### src/rtl/vend_pkg.sv
// Shared definitions for the vending front end: coin encodings, credit FSM states
// and the default product prices also used by vending_controller.
package vend_pkg;

   typedef enum logic [1:0] {
      COIN_5C   = 2'b00,
      COIN_10C  = 2'b01,
      COIN_25C  = 2'b10,
      COIN_100C = 2'b11
   } coin_type_t;

   typedef enum logic [1:0] {
      ST_IDLE   = 2'd0,
      ST_ACCUM  = 2'd1,
      ST_DEDUCT = 2'd2,
      ST_REFUND = 2'd3
   } state_t;

   localparam int UNITS_5C   = 1;
   localparam int UNITS_10C  = 2;
   localparam int UNITS_25C  = 5;
   localparam int UNITS_100C = 20;

   localparam int PRICE1_DEFAULT = 10;
   localparam int PRICE2_DEFAULT = 15;

   // Value of a coin in 5-cent units.
   function automatic logic [4:0] coin_units(input logic [1:0] ct);
      logic [4:0] u;
      case (ct)
         COIN_5C:  u = 5'(UNITS_5C);
         COIN_10C: u = 5'(UNITS_10C);
         COIN_25C: u = 5'(UNITS_25C);
         default:  u = 5'(UNITS_100C);
      endcase
      return u;
   endfunction

endpackage

### src/rtl/coin_credit_unit_coin_sync.sv
// Brings the asynchronous coin strobe into the clk domain and flags its rising edge,
// with coin_type captured as the strobe passes the first synchronizer stage.
module coin_sync
   import vend_pkg::*;
(
   input  logic       clk,
   input  logic       rnot,
   input  logic       coin_in,
   input  logic [1:0] coin_type,
   output logic       coin_edge,
   output logic [1:0] coin_type_cap
);

   logic       sync1_reg;
   logic       sync2_reg;
   logic       hist_reg;
   logic [1:0] type_reg;

   always_ff @(posedge clk) begin
      if (!rnot) begin
         sync1_reg <= 1'b0;
         sync2_reg <= 1'b0;
         hist_reg  <= 1'b0;
         type_reg  <= 2'b00;
      end else begin
         sync1_reg <= coin_in;
         sync2_reg <= sync1_reg;
         hist_reg  <= sync2_reg;
         // coin_in has already been seen high once here, so coin_type is settled
         if (sync1_reg && !sync2_reg) begin
            type_reg <= coin_type;
         end
      end
   end

   assign coin_edge     = sync2_reg & ~hist_reg;
   assign coin_type_cap = type_reg;

endmodule

### src/rtl/coin_credit_unit.sv
// Credit front end for vending_controller: accumulates coins, deducts vend prices,
// pays leftover credit back as spaced change pulses and drives the credit thermometer.
module coin_credit_unit
   import vend_pkg::*;
#(
   parameter int CREDIT_W   = 8,
   parameter int MAX_CREDIT = 40,
   parameter int TH0        = 5,
   parameter int TH1        = 10,
   parameter int TH2        = 15,
   parameter int TH3        = 20,
   parameter int PRICE1     = PRICE1_DEFAULT,
   parameter int PRICE2     = PRICE2_DEFAULT,
   parameter int CHANGE_GAP = 4
) (
   input  logic                clk,
   input  logic                rnot,
   input  logic                coin_in,
   input  logic [1:0]          coin_type,
   input  logic                cancel,
   input  logic                product1,
   input  logic                product2,
   output logic [3:0]          i,
   output logic [CREDIT_W-1:0] credit,
   output logic                coin_reject,
   output logic                change_pulse,
   output logic                busy
);

   localparam int CW    = CREDIT_W + 1;
   localparam int GAP_W = $clog2(CHANGE_GAP);
   localparam int TH_TABLE [0:3] = '{TH0, TH1, TH2, TH3};

   state_t              state_reg, state_next;
   logic [CREDIT_W-1:0] credit_reg, credit_next;
   logic                price_sel_reg, price_sel_next;
   logic                coin_reject_reg, coin_reject_next;
   logic [GAP_W-1:0]    gap_reg, gap_next;
   logic                p1_d_reg, p2_d_reg;
   logic                p1_edge_reg, p2_edge_reg;

   logic                coin_edge;
   logic [1:0]          coin_type_cap;
   logic                vend_edge;
   logic [CW-1:0]       credit_ext;
   logic [CW-1:0]       coin_value;
   logic [CW-1:0]       credit_sum;
   logic [CW-1:0]       price;
   logic [CW-1:0]       deducted;

   coin_sync u_coin_sync (
      .clk           (clk),
      .rnot          (rnot),
      .coin_in       (coin_in),
      .coin_type     (coin_type),
      .coin_edge     (coin_edge),
      .coin_type_cap (coin_type_cap)
   );

   always_ff @(posedge clk) begin
      if (!rnot) begin
         p1_d_reg    <= 1'b0;
         p2_d_reg    <= 1'b0;
         p1_edge_reg <= 1'b0;
         p2_edge_reg <= 1'b0;
      end else begin
         p1_d_reg    <= product1;
         p2_d_reg    <= product2;
         p1_edge_reg <= product1 & ~p1_d_reg;
         p2_edge_reg <= product2 & ~p2_d_reg;
      end
   end

   assign vend_edge  = p1_edge_reg | p2_edge_reg;
   assign credit_ext = {1'b0, credit_reg};
   assign coin_value = CW'(coin_units(coin_type_cap));
   assign credit_sum = credit_ext + coin_value;
   assign price      = price_sel_reg ? CW'(PRICE2) : CW'(PRICE1);
   assign deducted   = (credit_ext > price) ? (credit_ext - price) : '0;

   always_ff @(posedge clk) begin
      if (!rnot) begin
         state_reg       <= ST_IDLE;
         credit_reg      <= '0;
         price_sel_reg   <= 1'b0;
         coin_reject_reg <= 1'b0;
         gap_reg         <= '0;
      end else begin
         state_reg       <= state_next;
         credit_reg      <= credit_next;
         price_sel_reg   <= price_sel_next;
         coin_reject_reg <= coin_reject_next;
         gap_reg         <= gap_next;
      end
   end

   always_comb begin
      state_next       = state_reg;
      credit_next      = credit_reg;
      price_sel_next   = price_sel_reg;
      coin_reject_next = 1'b0;
      gap_next         = '0;
      change_pulse     = 1'b0;
      case (state_reg)
         ST_IDLE: begin
            if (coin_edge) begin
               if (cancel || vend_edge || (coin_value > CW'(MAX_CREDIT))) begin
                  coin_reject_next = 1'b1;
               end else begin
                  credit_next = coin_value[CREDIT_W-1:0];
                  state_next  = ST_ACCUM;
               end
            end
         end
         ST_ACCUM: begin
            if (cancel) begin
               state_next       = ST_REFUND;
               coin_reject_next = coin_edge;
            end else if (vend_edge) begin
               // product1 wins when both vend edges land together
               state_next       = ST_DEDUCT;
               price_sel_next   = ~p1_edge_reg;
               coin_reject_next = coin_edge;
            end else if (coin_edge) begin
               if (credit_sum <= CW'(MAX_CREDIT)) begin
                  credit_next = credit_sum[CREDIT_W-1:0];
               end else begin
                  coin_reject_next = 1'b1;
               end
            end
         end
         ST_DEDUCT: begin
            coin_reject_next = coin_edge;
            credit_next      = deducted[CREDIT_W-1:0];
            state_next       = (deducted != '0) ? ST_REFUND : ST_IDLE;
         end
         ST_REFUND: begin
            coin_reject_next = coin_edge;
            if (credit_reg == '0) begin
               state_next = ST_IDLE;
            end else if (gap_reg == '0) begin
               change_pulse = 1'b1;
               credit_next  = credit_reg - 1'b1;
               gap_next     = GAP_W'(CHANGE_GAP - 1);
               if (credit_reg == CREDIT_W'(1)) begin
                  state_next = ST_IDLE;
               end
            end else begin
               gap_next = gap_reg - 1'b1;
            end
         end
         default: begin
            state_next = ST_IDLE;
         end
      endcase
   end

   // Thermometer follows the credit register directly, no extra latency.
   generate
      for (genvar gi = 0; gi < 4; gi++) begin : g_therm
         assign i[gi] = (credit_reg >= CREDIT_W'(TH_TABLE[gi]));
      end
   endgenerate

   assign credit      = credit_reg;
   assign coin_reject = coin_reject_reg;
   assign busy        = (state_reg == ST_DEDUCT) || (state_reg == ST_REFUND);

endmodule

### config.mk
export PLATFORM = sky130hd
export DESIGN_NAME = coin_credit_unit
export DESIGN_NICKNAME = d
export VERILOG_FILES = /design/src/rtl/vend_pkg.sv /design/src/rtl/coin_credit_unit_coin_sync.sv /design/src/rtl/coin_credit_unit.sv
export SDC_FILE = /design/constraint.sdc
export NUM_CORES = 1
export LEC_CHECK = 0
export ABC_CLOCK_PERIOD_IN_PS = 4200
export CAP_MARGIN = 20
export CORE_MARGIN = 10
export CORE_UTILIZATION = 55
export DETAILED_ROUTE_END_ITERATION = 6
export HOLD_SLACK_MARGIN = 0.08
export MAX_ROUTING_LAYER = met4
export PLACE_DENSITY_LB_ADDON = 0.05
export SYNTH_ARGS = -nofsm -noshare
export SYNTH_HDL_FRONTEND = slang
export SYNTH_SLANG_ARGS = --single-unit
export TNS_END_PERCENT = 20
### constraint.sdc
create_clock -name clk -period 4.2 [get_ports clk]
set_input_delay 0.84 -clock clk [delete_from_list [all_inputs] [get_ports clk]]
set_output_delay 0.84 -clock clk [all_outputs]
set_load 0.02 [all_outputs]
==> reports/metrics.yaml, run 1 <==
setup_viol: 0
clkLatencyLatePin_ns: 0.32
fin_area_um2: 2180
p_per_area_nw_per_um2: 188
status: "completed"
core_area_um2: 3360
largest_register_ff_count: 8
end_kind: "primary output"
period_share_pct: 75.7
initial_utilization_pct: 57.0
fin_nets: 289
viasPerCell: 6.39
firstDrtPassIters: 6
gp_congestion: 0.995
synthCells: 253
slew_headroom_pct: 49.3
synthArstFlopShare_pct: 0
drc: 0
cts_max_level: 1
grt-ovfl-total: 0
synthToLayoutAreaGrowth_pct: 13.8
vias: 1995
cp_num_buf_inv: 3
max_stage_delay_ns: 0.60
skew_ns: 0.00178
hold_viol_final: 0
hold_path.class: "flop to flop"
layout_commonest_cell: "nor2_1"
finalSetupTns_ns: 0
grt_setup_unrepaired: "false"
start_kind: "flop"
crit_arrival_ns: 2.34
syn_area_um2: 1920
maxCapViolCount: 0
period_needed_ns: 3.18
instances_no_fill: 312
synth_edf_count: 0
crit_fanout: 17
grt_antenna_before_repair: 0
layout_common_cells: "nor2_1 (25), dfxtp_1 (23), a21oi_1 (22), clkdlybuf4s50_1 (22), nand2_1 (18)"
pin_count: 23
required_ns: 3.36
cts-root-buf: "clkbuf_4"
yosys_register_bits: 23
tightest_slew_ns: 0.760
dieArea_um2: 6250
grt_usage_pct: 17.6
drive_above_1_share_pct: 6.77
antenna_cells: 0
report.final.slew_viol_count: 0
cts_resized: 0
grt_max_degree: 22
grt_pass1_vias: 1862
post_drt_wl_per_cell_um: 17.3
cts_buffer_depth: 2
dp.cells: 308
dp_hpwl_um: 4090
crit_type: "flop to primary output"
synthFlopType: "dfxtp_1"
crit_chain: "buf_4 -> clkinv_1 -> nor2_1 -> and3_1 -> clkdlybuf4s50_1"
postCtsHoldBufs: 0
finalWirelength_um: 5400
ir_drop_mv: 0.255
critPathTopFamily: "buffers and inverters"
place_area_um2: 2150
cts_made_buffers: 3
die_w_um: 79.1
yosysSeqAreaShare_pct: 24.0
yosysWarnings: 0
cts_sinks: 23
drt_iter0_drc: 301
post_cts_buffers: 0
cts_tree: "built"
crit_slowest_cell: "clkdlybuf4s50_1"
p_leak_nw: 0.829
fillers: 334
synth_nets: 275
max_freq_ghz: 0.315
netlist-cell-type-count: 58
grt_pass1_wl_um: 9010
dieHeight_um: 79.1
num_rows: 21
port_buffers: 22
clkTransAtPathRegs_ns: 0.14
ant_nets: 0
avgSynthCellArea_um2: 7.58
[final cells by class]
cell class / instances / area [um^2] / area share, %
clock inverters: 1 / 7.51 / 0.344
multi-input cells: 198 / 1330 / 60.8
well taps: 46 / 57.6 / 2.64
clock buffers: 3 / 22.5 / 1.03
inverters: 15 / 56.3 / 2.58
flip-flops and latches: 23 / 460 / 21.1
repair buffers: 26 / 250 / 11.5
[cells by family after synthesis]
family / count (synthesis) / share of synthesized area [%]
AO/OA/AOI/OAI: 80 / 29.8
buffers and inverters: 32 / 6.78
multiplexers: 1 / 0.522
adder cells (fa/ha/maj): 14 / 9.52
XOR/XNOR: 7 / 3.20
AND/OR/NAND/NOR: 96 / 26.2
flip-flops: 23 / 24.0
[Yosys cell counts, drive strengths merged, types with 3 or more instances]
master,number,share of area (%)
nor2b,4,1.3
nor2,25,4.9
a211oi,7,2.7
o21ai,13,3.4
nand3,4,1.0
dfxtp,23,24
a31oi,5,1.6
or4,4,1.6
a21oi,22,5.7
a21boi,3,1.2
o211ai,3,1.2
nor3,8,2.1
ha,13,8.5
nand2,18,3.5
nor4,5,1.6
or2,5,1.8
clkbuf,14,2.7
inv,14,2.7
nand2b,3,0.98
and2,8,2.6
a21o,3,1.2
xnor2,5,2.3
o31ai,3,1.2
o32ai,3,1.4
buf,3,1.1
[metrics by stage]
| step | total power [W] | utilization, % | worst slack [ns] | hold slack (ns) |
|---|---|---|---|---|
| after floorplan | 0.000281 | - | 1.41 | 0.367 |
| after detailed placement | 0.000304 | 64.0 | 1.18 | 0.381 |
| after global routing | 0.000426 | 64.9 | 0.897 | 0.414 |
| final | 0.000410 | 64.9 | 1.02 | 0.398 |
| after CTS | 0.000409 | 64.9 | 1.06 | 0.400 |
| after global placement | 0.000303 | 64.0 | 1.23 | 0.371 |
[worst paths after layout]
kind	cells past startpoint	slack (ns)	startpoint	endpoint
hold / removal	1	0.40	p1_d_reg$_SDFF_PN0_	p1_edge_reg$_SDFF_PN0_
setup reg to reg	9	1.14	u_coin_sync.coin_type_cap[0]$_SDFFE_PN0P_	credit[2]$_SDFFE_PN0P_
setup / recovery	5	1.02	state_reg[0]$_SDFFE_PN0P_	change_pulse
hold reg to reg	1	0.40	p1_d_reg$_SDFF_PN0_	p1_edge_reg$_SDFF_PN0_
[metal layers]
metal	vias up	track usage, %	part of all wire (%)
li1	952	-	-
met2	124	27.1	44
met4	0	4.30	2.6
met1	899	23.2	44
met5	-	-	0
met3	20	3.27	9.2
[power by group]
part	switching (W)	total (W)	internal [W]
clock network	0.0000738	0.000110	0.0000364
logic	0.0000412	0.0000709	0.0000296
registers	0.00000505	0.000229	0.000224
Power figures use the tool's default switching activity.
==> run 2: changes to the inputs <==
- ABC_CLOCK_PERIOD_IN_PS: 4200 -> 2570
- CORE_UTILIZATION: 55 -> 51
- clock period: 4.2 -> 2.57 ns (I/O delays scaled with it)
==> reports/metrics.yaml, run 2 (synthesis gave the netlist of run 1 again) <==
dieHeight_um: 81.3  # was 79.1 um
drt_iter0_drc: 289  # was 301
viasPerCell: 6.35  # was 6.39
period_share_pct: 103
num_rows: 22  # was 21
setup_viol: 6  # was 0
area.sequential_um2: 469  # was 460 um^2
drive_above_1_share_pct: 26.4  # was 6.77%
crit_arrival_ns: 2.77  # was 2.34 ns
p_per_area_nw_per_um2: 295  # was 188 nW/um^2
cts-root-buf: "clkbuf_8"  # was clkbuf_4
pre_cts_ws_ns: -0.0858  # was 1.18 ns
tightest_slew_ns: 0.523  # was 0.760 ns
finalWirelength_um: 6530  # was 5400 um
grt_max_degree: 15  # was 22
pin_count: 23  # unchanged
slew_headroom_pct: 65.1  # was 49.3%
cts_buffer_depth: 2  # unchanged
max_stage_delay_ns: 0.37  # was 0.60 ns
worst_slack_ns: -0.0675  # was 1.02 ns
ir_drop_mv: 0.274  # was 0.255 mV
layout_commonest_cell: "buf_4"  # was nor2_1
layout_common_cells: "buf_4 (40), nor2_1 (24), a21oi_1 (20)"  # was nor2_1 (25), dfxtp_1 (23), a21oi_1 (22), clkdlybuf4s50_1 (22), nand2_1 (18)
clkLatencyLatePin_ns: 0.27  # was 0.32 ns
cts_tree: "built"  # unchanged
die_w_um: 81.3  # was 79.1 um
fin_nets: 326  # was 289
hold_viol_final: 0  # unchanged
dp_hpwl_um: 4720  # was 4090 um
grt_pass1_vias: 2073  # was 1862
rrSetupSlack_ns: -0.07  # was 1.14 ns
synthToLayoutAreaGrowth_pct: 37.0  # was 13.8%
status: "complete, but fails checks"  # was completed
reg2reg_depth: 11  # was 9
r2r-start: "u_coin_sync.coin_type_cap[0]$_SDFFE_PN0P_"  # unchanged
grt_antenna_before_repair: 0  # unchanged
largest_register_ff_count: 8  # unchanged
violations: "negative setup slack"
worstSetupEndpoint: "credit[5]$_SDFFE_PN0P_"  # was change_pulse
startpoint: "u_coin_sync.coin_type_cap[0]$_SDFFE_PN0P_"  # was state_reg[0]$_SDFFE_PN0P_
cts_max_level: 1  # unchanged
initial_utilization_pct: 52.4  # was 57.0%
report.final.slew_viol_count: 0  # unchanged
cts_made_buffers: 3  # unchanged
maxCapViolCount: 0  # unchanged
p_leak_nw: 1.10  # was 0.829 nW
drc: 0  # unchanged
grt_setup_unrepaired: "true"  # was false
fillers: 296  # was 334
ant_nets: 0  # unchanged
crit_slowest_cell: "fa_2"  # was clkdlybuf4s50_1
firstDrtPassIters: 7  # was 6
dieArea_um2: 6610  # was 6250 um^2
period_needed_ns: 2.64
end_kind: "flop"  # was primary output
antenna_cells: 0  # unchanged
skew_ns: 0.0104  # was 0.00178 ns
cts_sinks: 23  # unchanged
multi_input_area_um2: 1470  # was 1330 um^2
max_freq_ghz: 0.379
grt_pass1_wl_um: 10200  # was 9010 um
crit_fanout: 4  # was 17
grt_usage_pct: 20.0  # was 17.6%
start_kind: "flop"  # unchanged
grt-ovfl-total: 0  # unchanged
required_ns: 2.70  # was 3.36 ns
gp_congestion: 0.955  # was 0.995
vias: 2230  # was 1995
core_area_um2: 3660  # was 3360 um^2
post_drt_wl_per_cell_um: 18.6  # was 17.3 um
crit_chain: "inv_2 -> ha_4 -> fa_2 -> xor2_1 -> o32ai_2 -> o21ai_2 -> buf_4 -> a311o_1 -> buf_4 -> a211oi_4 -> o32ai_2"  # was buf_4 -> clkinv_1 -> nor2_1 -> and3_1 -> clkdlybuf4s50_1
utilization_pct: 71.8  # was 64.9%
reg2reg_to: "credit[5]$_SDFFE_PN0P_"  # was credit[2]$_SDFFE_PN0P_
hold_path.class: "flop to flop"  # unchanged
crit_type: "flop to flop"  # was flop to primary output
clkTransAtPathRegs_ns: 0.10  # was 0.14 ns
port_buffers: 22  # unchanged
-- run 2: changes by cell type in the layout (fill, tap and decap cells not counted), sizes merged --
cell / before / now
buf: 4 / 40
a311o: 1 / 2
clkinv: 1 / 2
dlymetal6s2s: 0 / 3
clkdlybuf4s50: 22 / 19
clkinvlp: 1 / 0
-- run 2: where the power goes --
part           internal [W]  total, W  switching (W)
registers          0.000366  0.000373     0.00000687
clock network      0.000109  0.000243       0.000135
logic             0.0000738  0.000159      0.0000852
-- run 2: per-layer routing --
layer / global-route usage [%] / part of all wire (%) / up-vias
met3: 2.76 / 8.4 / 26
met1: 24.1 / 43 / 1023
met4: 8.48 / 3.6 / 0
met2: 32.5 / 45 / 144
met5: - / 0 / -
li1: - / - / 1037
-- run 2: what timing repair did --
action,4_1_cts,5_1_grt
hold endpoints to repair,0,0
endpoints found under the setup margin,9,12
hold buffers,0,0
pin swaps,14,9
setup buffers,4,0
gates cloned,1,0
gates resized for setup,14,14
-- run 2: cell type report --
type                    instances  share of cell area [%]
clock buffers                   3                    1.57
clock inverters                 1                   0.190
inverters                      15                    2.14
multi-input cells             199                    55.9
flip-flops and latches         23                    17.9
well taps                      48                    2.29
repair buffers                 62                    20.1
-- run 2: worst min path at each step --
stage	from	endpoint	slack [ns]	cells after the start
floorplan	p1_d_reg$_SDFF_PN0_	p1_edge_reg$_SDFF_PN0_	0.37	1
global placement	p2_d_reg$_SDFF_PN0_	p2_edge_reg$_SDFF_PN0_	0.37	1
detailed placement	p2_d_reg$_SDFF_PN0_	p2_edge_reg$_SDFF_PN0_	0.38	1
CTS	p2_d_reg$_SDFF_PN0_	p2_edge_reg$_SDFF_PN0_	0.39	1
global route	p1_d_reg$_SDFF_PN0_	p1_edge_reg$_SDFF_PN0_	0.40	1
finish	p1_d_reg$_SDFF_PN0_	p1_edge_reg$_SDFF_PN0_	0.39	1
-- run 2: metrics by stage --
stage	hold slack, ns	area [um^2]	std cells	total power (W)	setup TNS [ns]
floorplan	0.367	1950	253	0.000460	0
global placement	0.370	2420	342	0.000518	-0.105
detailed placement	0.378	2420	342	0.000519	-0.350
CTS	0.391	2570	351	0.000764	-0.288
global route	0.401	2630	351	0.000801	-0.900
finish	0.390	2630	351	0.000775	-0.238
-- run 2: worst max-delay path: cells and delay by family (launching register included) --
| family | cells | cell delay (ns) |
|---|---|---|
| compound gates | 5 | 1.04 |
| xor+xnor | 1 | 0.20 |
| fa+ha+maj | 2 | 0.53 |
| buf+inv | 3 | 0.38 |
| flops | 1 | 0.34 |
==> run 3: changes to the inputs <==
- CTS_CLUSTER_DIAMETER: not set -> 60
==> results of run 3 <==
Same layout as run 2: the final DEF is identical, and so are final timing and power.
